**config.mk**
```make
export PLATFORM = sky130hd
export DESIGN_NAME = mem_wb_stage_flat
export DESIGN_NICKNAME = d
export VERILOG_FILES = /design/src/rtl/mem_wb_if.sv /design/src/rtl/mem_wb_stage.sv /design/src/flat_wrapper.sv
export SDC_FILE = /design/constraint.sdc
export NUM_CORES = 1
export LEC_CHECK = 0
export ABC_AREA = 1
export CORE_UTILIZATION = 30
export CTS_BUF_LIST = sky130_fd_sc_hd__clkbuf_4 sky130_fd_sc_hd__clkbuf_8
export CTS_CLUSTER_DIAMETER = 40
export DETAILED_ROUTE_END_ITERATION = 6
export PLACE_DENSITY = 0.66
export SLEW_MARGIN = 25
export SYNTH_ARGS = -nofsm -noshare
export SYNTH_HDL_FRONTEND = slang
export SYNTH_SLANG_ARGS = --single-unit
```
**constraint.sdc**
```tcl
create_clock -name clk -period 1.7 [get_ports clk]
set_input_delay 0.34 -clock clk [delete_from_list [all_inputs] [get_ports clk]]
set_output_delay 0.34 -clock clk [all_outputs]
set_load 0.1 [all_outputs]
```
**src/rtl/mem_wb_if.sv**
```systemverilog
// Bundle of upstream handshake, data-memory bus and register-file writeback for mem_wb_stage.
// master = the stage itself, slave = its surroundings (ALU stage, memory, register file).
interface mem_wb_if #(
  parameter int WIDTH  = 16,
  parameter int ADDR_W = 8,
  parameter int REG_W  = 3
);
  logic              in_valid;
  logic              in_ready;
  logic [2:0]        in_opcode;
  logic [WIDTH-1:0]  in_result;
  logic [WIDTH-1:0]  in_store_data;
  logic [REG_W-1:0]  in_rd;
  logic              mem_req;
  logic              mem_we;
  logic [ADDR_W-1:0] mem_addr;
  logic [WIDTH-1:0]  mem_wdata;
  logic [WIDTH-1:0]  mem_rdata;
  logic              mem_ack;
  logic              wb_en;
  logic [REG_W-1:0]  wb_addr;
  logic [WIDTH-1:0]  wb_data;
  logic              mem_err;

  modport master (
    input  in_valid, in_opcode, in_result, in_store_data, in_rd, mem_rdata, mem_ack,
    output in_ready, mem_req, mem_we, mem_addr, mem_wdata, wb_en, wb_addr, wb_data, mem_err
  );

  modport slave (
    output in_valid, in_opcode, in_result, in_store_data, in_rd, mem_rdata, mem_ack,
    input  in_ready, mem_req, mem_we, mem_addr, mem_wdata, wb_en, wb_addr, wb_data, mem_err
  );
endinterface

```
**src/rtl/mem_wb_stage.sv**
```systemverilog
// Memory/writeback stage: ALU ops write back directly, LOAD/STR run a req/ack memory
// transaction with a timeout abort. Every output is a register.
module mem_wb_stage #(
  parameter int WIDTH   = 16,
  parameter int ADDR_W  = 8,
  parameter int REG_W   = 3,
  parameter int TIMEOUT = 15
) (
  input logic      clk,
  input logic      rst_n,
  mem_wb_if.master bus
);
  localparam int CNT_W = $clog2(TIMEOUT + 1);
  localparam logic [CNT_W-1:0] CNT_LAST = CNT_W'(TIMEOUT - 1);

  localparam logic [2:0] OP_ADD  = 3'b000;
  localparam logic [2:0] OP_SUB  = 3'b001;
  localparam logic [2:0] OP_LOAD = 3'b100;
  localparam logic [2:0] OP_STR  = 3'b101;

  typedef enum logic [1:0] {
    ST_IDLE = 2'd0,
    ST_MEM  = 2'd1,
    ST_WB   = 2'd2
  } state_t;

  state_t            state_r,     state_nxt_s;
  logic              in_ready_r,  in_ready_nxt_s;
  logic              mem_req_r,   mem_req_nxt_s;
  logic              mem_we_r,    mem_we_nxt_s;
  logic [ADDR_W-1:0] mem_addr_r,  mem_addr_nxt_s;
  logic [WIDTH-1:0]  mem_wdata_r, mem_wdata_nxt_s;
  logic [REG_W-1:0]  rd_r,        rd_nxt_s;
  logic              wb_en_r,     wb_en_nxt_s;
  logic [REG_W-1:0]  wb_addr_r,   wb_addr_nxt_s;
  logic [WIDTH-1:0]  wb_data_r,   wb_data_nxt_s;
  logic              mem_err_r,   mem_err_nxt_s;
  logic [CNT_W-1:0]  cnt_r,       cnt_nxt_s;

  // Next-state and next-output logic; pulses default low, data registers hold.
  always_comb begin
    state_nxt_s     = state_r;
    mem_req_nxt_s   = mem_req_r;
    mem_we_nxt_s    = mem_we_r;
    mem_addr_nxt_s  = mem_addr_r;
    mem_wdata_nxt_s = mem_wdata_r;
    rd_nxt_s        = rd_r;
    wb_en_nxt_s     = 1'b0;
    wb_addr_nxt_s   = wb_addr_r;
    wb_data_nxt_s   = wb_data_r;
    mem_err_nxt_s   = 1'b0;
    cnt_nxt_s       = cnt_r;
    case (state_r)
      ST_IDLE: begin
        if (bus.in_valid) begin
          case (bus.in_opcode)
            OP_ADD, OP_SUB: begin
              wb_en_nxt_s   = 1'b1;
              wb_addr_nxt_s = bus.in_rd;
              wb_data_nxt_s = bus.in_result;
              state_nxt_s   = ST_WB;
            end
            OP_LOAD, OP_STR: begin
              mem_req_nxt_s   = 1'b1;
              mem_we_nxt_s    = (bus.in_opcode == OP_STR);
              mem_addr_nxt_s  = bus.in_result[ADDR_W-1:0];
              mem_wdata_nxt_s = bus.in_store_data;
              rd_nxt_s        = bus.in_rd;
              cnt_nxt_s       = {CNT_W{1'b0}};
              state_nxt_s     = ST_MEM;
            end
            default: begin
              state_nxt_s = ST_IDLE;
            end
          endcase
        end else begin
          state_nxt_s = ST_IDLE;
        end
      end
      ST_MEM: begin
        // An ack on the timeout boundary cycle is checked first so it completes normally.
        if (bus.mem_ack) begin
          mem_req_nxt_s = 1'b0;
          if (mem_we_r) begin
            state_nxt_s = ST_IDLE;
          end else begin
            wb_en_nxt_s   = 1'b1;
            wb_addr_nxt_s = rd_r;
            wb_data_nxt_s = bus.mem_rdata;
            state_nxt_s   = ST_WB;
          end
        end else if (cnt_r == CNT_LAST) begin
          mem_req_nxt_s = 1'b0;
          mem_err_nxt_s = 1'b1;
          state_nxt_s   = ST_IDLE;
        end else begin
          cnt_nxt_s = cnt_r + CNT_W'(1);
        end
      end
      ST_WB: begin
        state_nxt_s = ST_IDLE;
      end
      default: begin
        mem_req_nxt_s = 1'b0;
        state_nxt_s   = ST_IDLE;
      end
    endcase
    in_ready_nxt_s = (state_nxt_s == ST_IDLE);
  end

  // State and output registers.
  always_ff @(posedge clk or negedge rst_n) begin
    if (!rst_n) begin
      state_r     <= ST_IDLE;
      in_ready_r  <= 1'b0;
      mem_req_r   <= 1'b0;
      mem_we_r    <= 1'b0;
      mem_addr_r  <= {ADDR_W{1'b0}};
      mem_wdata_r <= {WIDTH{1'b0}};
      rd_r        <= {REG_W{1'b0}};
      wb_en_r     <= 1'b0;
      wb_addr_r   <= {REG_W{1'b0}};
      wb_data_r   <= {WIDTH{1'b0}};
      mem_err_r   <= 1'b0;
      cnt_r       <= {CNT_W{1'b0}};
    end else begin
      state_r     <= state_nxt_s;
      in_ready_r  <= in_ready_nxt_s;
      mem_req_r   <= mem_req_nxt_s;
      mem_we_r    <= mem_we_nxt_s;
      mem_addr_r  <= mem_addr_nxt_s;
      mem_wdata_r <= mem_wdata_nxt_s;
      rd_r        <= rd_nxt_s;
      wb_en_r     <= wb_en_nxt_s;
      wb_addr_r   <= wb_addr_nxt_s;
      wb_data_r   <= wb_data_nxt_s;
      mem_err_r   <= mem_err_nxt_s;
      cnt_r       <= cnt_nxt_s;
    end
  end

  assign bus.in_ready  = in_ready_r;
  assign bus.mem_req   = mem_req_r;
  assign bus.mem_we    = mem_we_r;
  assign bus.mem_addr  = mem_addr_r;
  assign bus.mem_wdata = mem_wdata_r;
  assign bus.wb_en     = wb_en_r;
  assign bus.wb_addr   = wb_addr_r;
  assign bus.wb_data   = wb_data_r;
  assign bus.mem_err   = mem_err_r;
endmodule

```
**src/flat_wrapper.sv**
```systemverilog
// flat-port wrapper written by rule: the top's interface ports become plain ports
module mem_wb_stage_flat 
#(
  parameter int WIDTH   = 16,
  parameter int ADDR_W  = 8,
  parameter int REG_W   = 3,
  parameter int TIMEOUT = 15
)
  (clk, rst_n, bus_in_valid, bus_in_opcode, bus_in_result, bus_in_store_data, bus_in_rd, bus_mem_rdata, bus_mem_ack, bus_in_ready, bus_mem_req, bus_mem_we, bus_mem_addr, bus_mem_wdata, bus_wb_en, bus_wb_addr, bus_wb_data, bus_mem_err);
  mem_wb_if #(.WIDTH(WIDTH), .ADDR_W(ADDR_W), .REG_W(REG_W)) bus_i ();
  input logic clk;
  input logic rst_n;
  input wire logic [$bits(bus_i.in_valid)-1:0] bus_in_valid;
  input wire logic [$bits(bus_i.in_opcode)-1:0] bus_in_opcode;
  input wire logic [$bits(bus_i.in_result)-1:0] bus_in_result;
  input wire logic [$bits(bus_i.in_store_data)-1:0] bus_in_store_data;
  input wire logic [$bits(bus_i.in_rd)-1:0] bus_in_rd;
  input wire logic [$bits(bus_i.mem_rdata)-1:0] bus_mem_rdata;
  input wire logic [$bits(bus_i.mem_ack)-1:0] bus_mem_ack;
  output wire logic [$bits(bus_i.in_ready)-1:0] bus_in_ready;
  output wire logic [$bits(bus_i.mem_req)-1:0] bus_mem_req;
  output wire logic [$bits(bus_i.mem_we)-1:0] bus_mem_we;
  output wire logic [$bits(bus_i.mem_addr)-1:0] bus_mem_addr;
  output wire logic [$bits(bus_i.mem_wdata)-1:0] bus_mem_wdata;
  output wire logic [$bits(bus_i.wb_en)-1:0] bus_wb_en;
  output wire logic [$bits(bus_i.wb_addr)-1:0] bus_wb_addr;
  output wire logic [$bits(bus_i.wb_data)-1:0] bus_wb_data;
  output wire logic [$bits(bus_i.mem_err)-1:0] bus_mem_err;
  assign bus_i.in_valid = bus_in_valid;
  assign bus_i.in_opcode = bus_in_opcode;
  assign bus_i.in_result = bus_in_result;
  assign bus_i.in_store_data = bus_in_store_data;
  assign bus_i.in_rd = bus_in_rd;
  assign bus_i.mem_rdata = bus_mem_rdata;
  assign bus_i.mem_ack = bus_mem_ack;
  assign bus_in_ready = bus_i.in_ready;
  assign bus_mem_req = bus_i.mem_req;
  assign bus_mem_we = bus_i.mem_we;
  assign bus_mem_addr = bus_i.mem_addr;
  assign bus_mem_wdata = bus_i.mem_wdata;
  assign bus_wb_en = bus_i.wb_en;
  assign bus_wb_addr = bus_i.wb_addr;
  assign bus_wb_data = bus_i.wb_data;
  assign bus_mem_err = bus_i.mem_err;
  mem_wb_stage #(.WIDTH(WIDTH), .ADDR_W(ADDR_W), .REG_W(REG_W), .TIMEOUT(TIMEOUT)) u_core (.clk(clk), .rst_n(rst_n), .bus(bus_i));
endmodule
```
# [After elaboration in Yosys (flattened, before gate mapping)]
# Index checks and enable logic that the tools add are counted.
[classes] addsub=1 n_mul=0 div_mod_pow=0 order_cmp=0 n_eq_ne=14 shift=0 mux=34 bitwise_logic=1 reduce_logical=10
[op_table] op="2-to-1 mux 16 bit" count=4
[op_table] op="case mux 16 bit (2 select lines)" count=1
[op_table] op="2-to-1 mux 4 bit" count=4
[op_table] op="!= test 2 bit (second input constant)" count=7
[op_table] op="2-to-1 mux 3 bit" count=4
[op_table] op="2-to-1 mux 1 bit" count=11
[op_table] op="AND reduction 5 bit" count=2
[op_table] op="2-to-1 mux 2 bit" count=4
[op_table] op="case mux 2 bit (2 select lines)" count=2
[op_table] op="case mux 4 bit (2 select lines)" count=1
[op_table] op="equality test 3 bit (second input constant)" count=2
[op_table] op="case mux 3 bit (2 select lines)" count=1
[op_table] op="adder 4 x 1 -> 4 bit (second input constant)" count=1
[op_table] op="equality test 4 bit (second input constant)" count=1
[op_table] op="logical NOT 2 bit" count=2
[op_table] op="AND reduction 4 bit" count=1
[op_table] op="OR reduction 2 bit" count=2
[op_table] op="equality test 3 x 1 -> 1 bit (second input constant)" count=1
[op_table] op="logical NOT 3 bit" count=1
[op_table] op="!= test 3 x 2 -> 1 bit (second input constant)" count=1
[op_table] op="case mux 1 bit (3 select lines)" count=1
[op_table] op="AND reduction 3 bit" count=1
[op_table] op="equality test 2 x 1 -> 1 bit (second input constant)" count=1
[op_table] op="equality test 2 bit (second input constant)" count=1
[op_table] op="3 further kinds" count=3
[totals] regBits=57 latch_bits=0 mem_bits_rw=0 romBits=0 input_bits=58 output_inout_bits=48 memories=0

# [Longest topological paths before layout]
# Gate-level depths: netlist (run 1).
[logic_depth] depth_word=6 depth_mapped=9 mapped_depth_nobuf=7

# [Worst setup path after synthesis (run 1)]
# Ideal clock, no wire load.
[synth_timing] path_kind="reg2reg" startpoint="register u_core.mem_we_r, in the netlist u_core.bus.mem_we" endpoint="register u_core.wb_addr_r[2], in the netlist u_core.bus.wb_addr[2]" setup_time_ps=121 arrival_ps=1461 required_ps=1579 slack_ps=119 stages_incl_launch_ff=6 n_path_buf=1 path_cell_list="dfrtp_1 > nand3b_1 > nand2_1 > buf_4 > nand2_1 > nand2_1"
[synth_via] elab_chain_len=2
[synth_lines] item="from (decl)" line_no="mem_wb_stage.sv:30" rtl="logic mem_we_r, mem_we_nxt_s;"
[synth_lines] item="from (signal assigned)" line_no="mem_wb_stage.sv:130" rtl="mem_we_r <= mem_we_nxt_s;"
[synth_lines] item="!= test 2 bit (no line)"
[synth_lines] item="AND reduction 5 bit (no line)"
[synth_lines] item="to (signal assigned)" line_no="mem_wb_stage.sv:122" rtl="wb_addr_r <= {REG_W{1'b0}};"
[synth_lines] item="to (signal assigned)" line_no="mem_wb_stage.sv:135" rtl="wb_addr_r <= wb_addr_nxt_s;"
[synth_lines] item="to (decl)" line_no="mem_wb_stage.sv:35" rtl="logic [REG_W-1:0] wb_addr_r, wb_addr_nxt_s;"
# Every way passes these cells.
# A chain may end at the register's enable or synchronous reset.

# [Worst setup path after layout (run 1)]
[layout_timing] startpoint="register u_core.cnt_r[0]" endpoint="register u_core.cnt_r[3]"
[layout_via] elab_chain_len=4 elab_cells_between_ends=7 classes_between="add/sub (1); eq/ne (2); mux (3); reduce/logical (1)"
[layout_lines] item="from (decl)" line_no="mem_wb_stage.sv:38" rtl="logic [CNT_W-1:0] cnt_r, cnt_nxt_s;"
[layout_lines] item="from (signal assigned)" line_no="mem_wb_stage.sv:125" rtl="cnt_r <= {CNT_W{1'b0}};"
[layout_lines] item="from (signal assigned)" line_no="mem_wb_stage.sv:138" rtl="cnt_r <= cnt_nxt_s;"
[layout_lines] item="adder 4 x 1 -> 4 bit" line_no="mem_wb_stage.sv:97" rtl="cnt_nxt_s = cnt_r + CNT_W'(1);"
[layout_lines] item="2-to-1 mux 4 bit" line_no="mem_wb_stage.sv:92" rtl="end else if (cnt_r == CNT_LAST) begin"
[layout_lines] item="2-to-1 mux 4 bit" line_no="mem_wb_stage.sv:82" rtl="if (bus.mem_ack) begin"
[layout_lines] item="case mux 4 bit (2 select lines)" line_no="mem_wb_stage.sv:53" rtl="case (state_r)"
# Several ways; a longest one is shown, not always the timed one. The select of a mux whose other input is x is not followed.

==> flow_summary.rst, run 1 <==
.. list-table::
   :header-rows: 1

   * - Metric
     - Value
   * - Post-cts sizing count
     - 0
   * - Number of max-slew violations in the final report
     - 0
   * - Rel. slew slack
     - between 70% and 80%
   * - Avg WL per Cell
     - between 10 and 15 microns
   * - TritonCTS sink count
     - 57
   * - Critical path endpoint category
     - flip-flop
   * - Routed Antenna Nets
     - 0
   * - Worst r2r dst
     - u_core.cnt_r[3]
   * - Top-level port count
     - around 110
   * - N_diodes
     - 0
   * - CTS Buffer Depth
     - 2
   * - Final setup vio count
     - 0
   * - Cell area power density
     - roughly 1800 nW/um^2
   * - Post-cts hold buffer count
     - 0
   * - Setup clock skew after layout
     - 0.003742 ns
   * - Post-synth cell types
     - 19
   * - Vias per std cell
     - around 4.4
   * - Floorplan die area
     - a little under 9000 sq um
   * - Dpl hpwl
     - just under 5000 microns
   * - Via count of the routed design
     - about 2300
   * - Crit. Startpoint
     - u_core.cnt_r[0]
   * - Worst path buffer plus inverter count
     - 1
   * - Routed WL
     - ~6800 microns
   * - Effective utilization at floorplan
     - around 31%
   * - CTS buffer count
     - 9
   * - R2R depth
     - 7
   * - Worst setup slack for register-to-register paths
     - between 0.2 and 0.3 ns
   * - Largest net degree at the start of global routing
     - 44
   * - Wire length of the first global-routing pass
     - 11160 microns
   * - Most frequent standard cell in the layout excluding fill and tap cells
     - sky130_fd_sc_hd__nand2_1
   * - Count of maximum capacitance violations
     - 0
   * - Critical path class
     - reg -> reg
   * - Critical path peak fanout
     - 6
   * - Leakage power summed over all cells
     - roughly 2.2 nW
   * - Htree depth
     - 3
   * - Worst setup path endpoint
     - u_core.cnt_r[3]
   * - Clock tree from TritonCTS
     - built
   * - Cell breakdown of the critical path
     - inv_1 > ha_1 > nand3_1 > nand2_1 > nand2_1 > nand2_1 > nand2_1
   * - Top library cells by usage in the layout, fill and taps aside
     - sky130_fd_sc_hd__nand2_1, sky130_fd_sc_hd__dfrtp_1, sky130_fd_sc_hd__clkdlybuf4s50_1
   * - Slew @ Worst Pin
     - 0.3998 ns
   * - Final worst path period share
     - between 80 and 90%
   * - Number of rows created at floorplan
     - 33
   * - Number of filler instances in the final layout
     - ~740
   * - Vias in the first global route
     - 2375
   * - Root buffer selected by CTS
     - sky130_fd_sc_hd__clkbuf_8
   * - Nets
     - approximately 480
   * - Overall Global Routing Usage
     - between 15 and 20%
   * - Port Buffers
     - between 100 and 150
   * - Initial antenna violation count
     - 0
   * - Y dimension of the die
     - about 94 microns
   * - Arrival time at the worst endpoint
     - around 1.7 ns
   * - Final global-route overflow total
     - 0
   * - 1st-iter DRT viols
     - slightly above 100
   * - Setup repair after global routing missed its margin
     - no
   * - Post-synthesis sequential area ratio
     - between 50 and 60%
   * - GPL Wtd Cong
     - slightly below 0.8
   * - Top delay family on crit path
     - simple AND/OR/NAND/NOR gates
   * - Number of search-and-repair iterations in the first detailed-routing pass
     - 4
   * - Critical Path Start Type
     - flip-flop
   * - Most frequent cell on the critical path
     - sky130_fd_sc_hd__nand2_1
   * - Synth warn
     - 0
   * - Achievable frequency
     - 693.5 MHz
   * - Delay of the slowest critical-path stage
     - ~0.43 ns
   * - Clock transition at path regs
     - ~0.060 ns
   * - Final Hold Fails
     - 0
   * - Clock latency at the later pin of the worst-skew pair
     - between 0.3 and 0.4 ns
   * - Post-Syn Area
     - 2539 sq um
   * - Type of the worst min-delay path
     - in -> async
   * - Area Overhead vs Synth
     - 74.22%
   * - Synthesized flop and latch total
     - between 50 and 60
   * - Post-Syn Area per Cell
     - roughly 8 sq um
   * - Standard cell core area
     - between 8000 and 9000 sq um
   * - Setup tns final
     - 0 ns
   * - Die width
     - approximately 94 microns
   * - Master of the slowest instance on the critical path
     - sky130_fd_sc_hd__dfrtp_1
   * - Net count after synthesis
     - 371
   * - Setup Fix Bufs, Post-CTS
     - 0
   * - Count of cell instances traversed by the critical path
     - 7
   * - Launch instance of the worst register-to-register path
     - u_core.cnt_r[0]
   * - Gate Count Post-Synth
     - a little over 300
   * - Drc violations
     - 0
   * - Required time worst endpoint
     - 1.92 ns
   * - Max IR drop VDD
     - around 0.75 mV
   * - Post-layout min period
     - 1.442 ns
   * - Post-route total power
     - roughly 7.8 mW
   * - Status
     - finished clean
   * - Fraction of final layout cells with drive strength greater than 1
     - 18.74%
## cell type report
class                   count  area, sq um  share of cell area [%]
repair buffers            116         1634                   36.94
clock inverters             2        35.03                  0.7921
multi-input cells         203        884.6                   20.00
well taps                 105        131.4                   2.970
flip-flops and latches     57         1426                   32.25
inverters                  35        131.4                   2.970
clock buffers              14        180.2                   4.074
## stage by stage
step / utilization (%) / instance area, sq um / cells / setup slack [ns] / hold slack (ns)
2_1_floorplan: - / 2539 / 311 / 0.1186 / 0.04441
3_3_place_gp: 51.21 / 4208 / 516 / 0.09972 / 0.3685
3_5_place_dp: 51.21 / 4208 / 516 / 0.05262 / 0.3752
4_1_cts: 53.83 / 4423 / 532 / 0.2538 / 0.01705
5_1_grt: 53.83 / 4423 / 532 / 0.1522 / 0.03377
6_report: 53.83 / 4423 / 532 / 0.2580 / 0.02194
## cell usage after synthesis, drive strengths merged
library cell | number | area (sq um)
a21oi | 1 | 5.000
buf | 15 | 92.58
clkbuf | 1 | 3.750
dfrtp | 57 | 1426
ha | 2 | 25.02
inv | 35 | 131.4
nand2 | 120 | 457.9
nand3 | 27 | 140.1
nand3b | 1 | 7.510
nor2 | 12 | 45.04
nor3 | 1 | 5.000
o21ai | 38 | 190.2
xnor2 | 1 | 8.760
## state kept, by name, indices dropped and copies added, names as in the netlist
| signal | flops |
|---|---|
| u_core.bus.mem_req | 1 |
| u_core.cnt_r | 4 |
| u_core.state_r | 2 |
| u_core.bus.mem_we | 1 |
| u_core.bus.mem_wdata | 16 |
| u_core.bus.wb_en | 1 |
| u_core.bus.wb_addr | 3 |
| u_core.bus.mem_addr | 8 |
| u_core.bus.mem_err | 1 |
| u_core.bus.wb_data | 16 |
| u_core.bus.in_ready | 1 |
| u_core.rd_r | 3 |
## kinds of logic (layout without fill, tap and decap cells)
family | Yosys count | after routing | synth area share [%]
adder cells (fa/ha/maj) | 2 | 2 | 0.9855
flip-flops | 57 | 57 | 56.19
AO/OA/AOI/OAI | 39 | 39 | 7.688
AND/OR/NAND/NOR | 161 | 161 | 25.83
XOR/XNOR | 1 | 1 | 0.3451
buffers and inverters | 51 | 167 | 8.970
## layer usage
| metal | routed length, microns | track usage (%) | vias to the layer above |
|---|---|---|---|
| met4 | 127 | 7.692 | 0 |
| met5 | 0 | 0 | - |
| met2 | 3166 | 26.95 | 79 |
| met3 | 593 | 6.715 | 10 |
| met1 | 2862 | 19.53 | 1072 |
| li1 | - | - | 1184 |
## worst min path at each step
stage,start,to,slack (ns),cells past startpoint
4_1_cts,rst_n,u_core.bus.wb_en,0.02,2
3_3_place_gp,rst_n,u_core.bus.wb_en,0.37,2
5_1_grt,rst_n,u_core.bus.wb_en,0.03,2
6_report,rst_n,u_core.bus.wb_en,0.02,2
2_1_floorplan,rst_n,u_core.bus.in_ready,0.04,0
3_5_place_dp,rst_n,u_core.bus.wb_en,0.38,2
## report_power, final
part	switching [mW]	internal, mW
registers	0.374	1.70
clock network	0.518	0.828
logic	2.82	1.52
total	3.71	4.04
Power figures use the tool's default switching activity.
==> inputs of run 2 (changes only) <==
Settings changed: PLACE_DENSITY 0.66 to 0.68.
Clock period 1.7 ns to 1.2 ns, I/O delays scaled along.
==> run 2 against run 1 <==
Against the previous run:
- the flow now finishes with violations (negative setup slack)
- combinational power up 60%
- worst setup slack got worse by 0.39 ns
- via count is 10% higher
- total power is 52% higher
- clock power up 42%
- routed wire length up 22%
- critical path depth down 5
- global-route usage rose by 0.98 points
- first-iteration DRC count is 14% higher
- critical path type is now reg -> out
- largest cell class unchanged
- largest power group unchanged
- highest routed layer unchanged
==> flow_summary.rst, run 2 (synthesized netlist as in run 1, its figures left out) <==
.. list-table::
   :header-rows: 1

   * - Metric
     - Value
   * - Status
     - complete, but fails checks (was finished clean)
   * - Failing checks
     - negative setup slack
   * - Setup clock skew after layout
     - 0.006162 ns (was 0.003742 ns)
   * - Initial antenna violation count
     - 0 (unchanged)
   * - N_diodes
     - 0 (unchanged)
   * - Y dimension of the die
     - 93.99 microns (unchanged)
   * - Fraction of final layout cells with drive strength greater than 1
     - 41.67% (was 18.74%)
   * - Clock tree from TritonCTS
     - built (unchanged)
   * - Via count of the routed design
     - 2589 (was 2345)
   * - Vias in the first global route
     - 2505 (was 2375)
   * - Wire length of the first global-routing pass
     - 11870 microns (was 11160 microns)
   * - Most frequent standard cell in the layout excluding fill and tap cells
     - sky130_fd_sc_hd__nand2_1 (unchanged)
   * - TritonCTS sink count
     - 57 (unchanged)
   * - Final global-route overflow total
     - 0 (unchanged)
   * - Worst path setup slack after routing
     - -0.1307 ns (was 0.2580 ns)
   * - Final worst path period share
     - 110.9%
   * - Rel. slew slack
     - 79.38% (was 73.35%)
   * - Setup repair after global routing missed its margin
     - yes (was no)
   * - 1st-iter DRT viols
     - 117 (was 103)
   * - Clock latency at the later pin of the worst-skew pair
     - 0.34 ns (was 0.32 ns)
   * - Largest net degree at the start of global routing
     - 58 (was 44)
   * - Cell breakdown of the critical path
     - buf_6 > buf_12 (was inv_1 > ha_1 > nand3_1 > nand2_1 > nand2_1 > nand2_1 > nand2_1)
   * - Crit. Startpoint
     - u_core.bus.mem_we (was u_core.cnt_r[0])
   * - Dpl hpwl
     - 4851 microns (was 4888 microns)
   * - Clock transition at path regs
     - 0.06 ns (about the same)
   * - Place WS
     - -0.3358 ns (was 0.05262 ns)
   * - Required time worst endpoint
     - 0.96 ns (was 1.92 ns)
   * - Routed Antenna Nets
     - 0 (unchanged)
   * - Arrival time at the worst endpoint
     - 1.09 ns (was 1.66 ns)
   * - Worst r2r dst
     - u_core.bus.mem_addr[3] (was u_core.cnt_r[3])
   * - Floorplan die area
     - 8834 sq um (unchanged)
   * - Top library cells by usage in the layout, fill and taps aside
     - sky130_fd_sc_hd__nand2_1, sky130_fd_sc_hd__clkdlybuf4s50_1, sky130_fd_sc_hd__buf_12 (was sky130_fd_sc_hd__nand2_1, sky130_fd_sc_hd__dfrtp_1, sky130_fd_sc_hd__clkdlybuf4s50_1)
   * - CTS Buffer Depth
     - 2 (unchanged)
   * - Final setup vio count
     - 56 (was 0)
   * - Slew @ Worst Pin
     - 0.3093 ns (was 0.3998 ns)
   * - Critical path class
     - reg -> out (was reg -> reg)
   * - GPL Wtd Cong
     - 0.7234 (was 0.7695)
   * - Worst setup slack for register-to-register paths
     - -0.10 ns (was 0.26 ns)
   * - Post-layout min period
     - ~1.3 ns
   * - Top delay family on crit path
     - flip-flops (was simple AND/OR/NAND/NOR gates)
   * - Routed WL
     - 8207 microns (was 6750 microns)
   * - Number of search-and-repair iterations in the first detailed-routing pass
     - 4 (unchanged)
   * - Total instance count after detailed placement
     - 520 (was 516)
   * - Worst path buffer plus inverter count
     - 2 (was 1)
   * - Post-layout instance count excluding filler cells
     - 573 (was 532)
   * - Leakage power summed over all cells
     - 2.529 nW (was 2.207 nW)
   * - R2R depth
     - 5 (was 7)
   * - Top-level port count
     - 106 (unchanged)
   * - Final-layout worst hold slack
     - 0.4345 ns (was 0.02194 ns)
   * - Die width
     - 93.99 microns (unchanged)
   * - Area Overhead vs Synth
     - 105.6% (was 74.22%)
   * - Htree depth
     - 3 (unchanged)
   * - Drc violations
     - 0 (unchanged)
   * - Port Buffers
     - 105 (unchanged)
   * - Achievable frequency
     - roughly 750 MHz
   * - Post-Layout Inst Area
     - 5220 sq um (was 4423 sq um)
   * - CTS buffer count
     - 9 (unchanged)
   * - Number of max-slew violations in the final report
     - 0 (unchanged)
   * - Launch instance of the worst register-to-register path
     - u_core.state_r[1] (was u_core.cnt_r[0])
   * - Standard cell core area
     - 8217 sq um (unchanged)
   * - Post-Place Cell Area
     - 4254 sq um (was 4208 sq um)
   * - Delay of the slowest critical-path stage
     - 0.48 ns (was 0.43 ns)
   * - Nets
     - 523 (was 482)
   * - Effective utilization at floorplan
     - 30.90% (unchanged)
   * - Max IR drop VDD
     - 1.314 mV (was 0.7498 mV)
   * - Critical path peak fanout
     - 2 (was 6)
   * - Cell area power density
     - 2265 nW/um^2 (was 1754 nW/um^2)
   * - Avg WL per Cell
     - 14.32 microns (was 12.69 microns)
   * - Count of maximum capacitance violations
     - 0 (unchanged)
   * - Final core utilization
     - 63.53% (was 53.83%)
   * - Master of the slowest instance on the critical path
     - sky130_fd_sc_hd__dfrtp_4 (was sky130_fd_sc_hd__dfrtp_1)
   * - Critical path endpoint category
     - primary output (was flip-flop)
   * - Number of rows created at floorplan
     - 33 (unchanged)
   * - Type of the worst min-delay path
     - in -> async (unchanged)
   * - Critical Path Start Type
     - flip-flop (unchanged)
   * - Vias per std cell
     - 4.518 (was 4.408)
   * - Overall Global Routing Usage
     - 17.75% (was 16.76%)
   * - Root buffer selected by CTS
     - sky130_fd_sc_hd__clkbuf_8 (unchanged)
   * - Final Hold Fails
     - 0 (unchanged)
-- run 2: metal layers --
metal  vias to the layer above  GRT usage (%)  part of all wire (%)
li1                       1273              -                     -
met1                      1216          20.74                    40
met2                        91          29.62                    52
met3                         9          7.929                   7.4
met4                         0          4.359                   1.1
met5                         -              0                     0
-- run 2: cell type report --
class | count | area (sq um)
multi-input combinational | 204 | 1197
clock buffer | 14 | 180.2
clock inverter | 2 | 35.03
tap | 105 | 131.4
sequential | 57 | 1444
timing repair buffer | 156 | 2098
fill | 645 | 2997
inverter | 35 | 133.9
-- run 2: worst reg2reg max path: stages (launching register included) --
cell and delay [ns]:
sky130_fd_sc_hd__dfrtp_2 0.44, sky130_fd_sc_hd__nor2_4 0.20, sky130_fd_sc_hd__nand3_4 0.19, sky130_fd_sc_hd__clkbuf_16 0.23, sky130_fd_sc_hd__nand2_2 0.05, sky130_fd_sc_hd__o21ai_1 0.06
-- run 2: power breakdown --
part | total, mW | leakage [nW] | internal [mW] | switching [mW]
logic | 6.93 | 1.71 | 2.66 | 4.27
registers | 2.97 | 0.703 | 2.42 | 0.547
clock network | 1.92 | 0.114 | 1.17 | 0.751
total | 11.8 | 2.53 | 6.26 | 5.57
-- run 2: worst max path at each step --
stage,cells past startpoint,to,slack [ns]
2_1_floorplan,4,u_core.bus.wb_addr[2],-0.05
3_3_place_gp,7,u_core.rd_r[2],-0.31
3_5_place_dp,7,u_core.bus.mem_wdata[10],-0.34
4_1_cts,2,bus_mem_we,-0.14
5_1_grt,2,bus_mem_we,-0.17
6_report,2,bus_mem_we,-0.13
-- run 2: timing repair --
item | in CTS | in global routing
gates resized for setup | 17 | 90
hold buffers | 1 | 0
pin swaps | 1 | 12
endpoints found under the hold margin | 57 | 0
endpoints found under the setup margin | 39 | 91
buffers inserted | 4 | 22
gates cloned | 2 | 8
-- run 2: per-stage QoR --
stage          setup TNS [ns]  power (mW)
2_1_floorplan          -1.017       6.537
3_3_place_gp           -15.06       9.117
3_5_place_dp           -15.55       9.197
4_1_cts                -1.623       11.25
5_1_grt                -7.435       12.29
6_report               -3.435       11.82
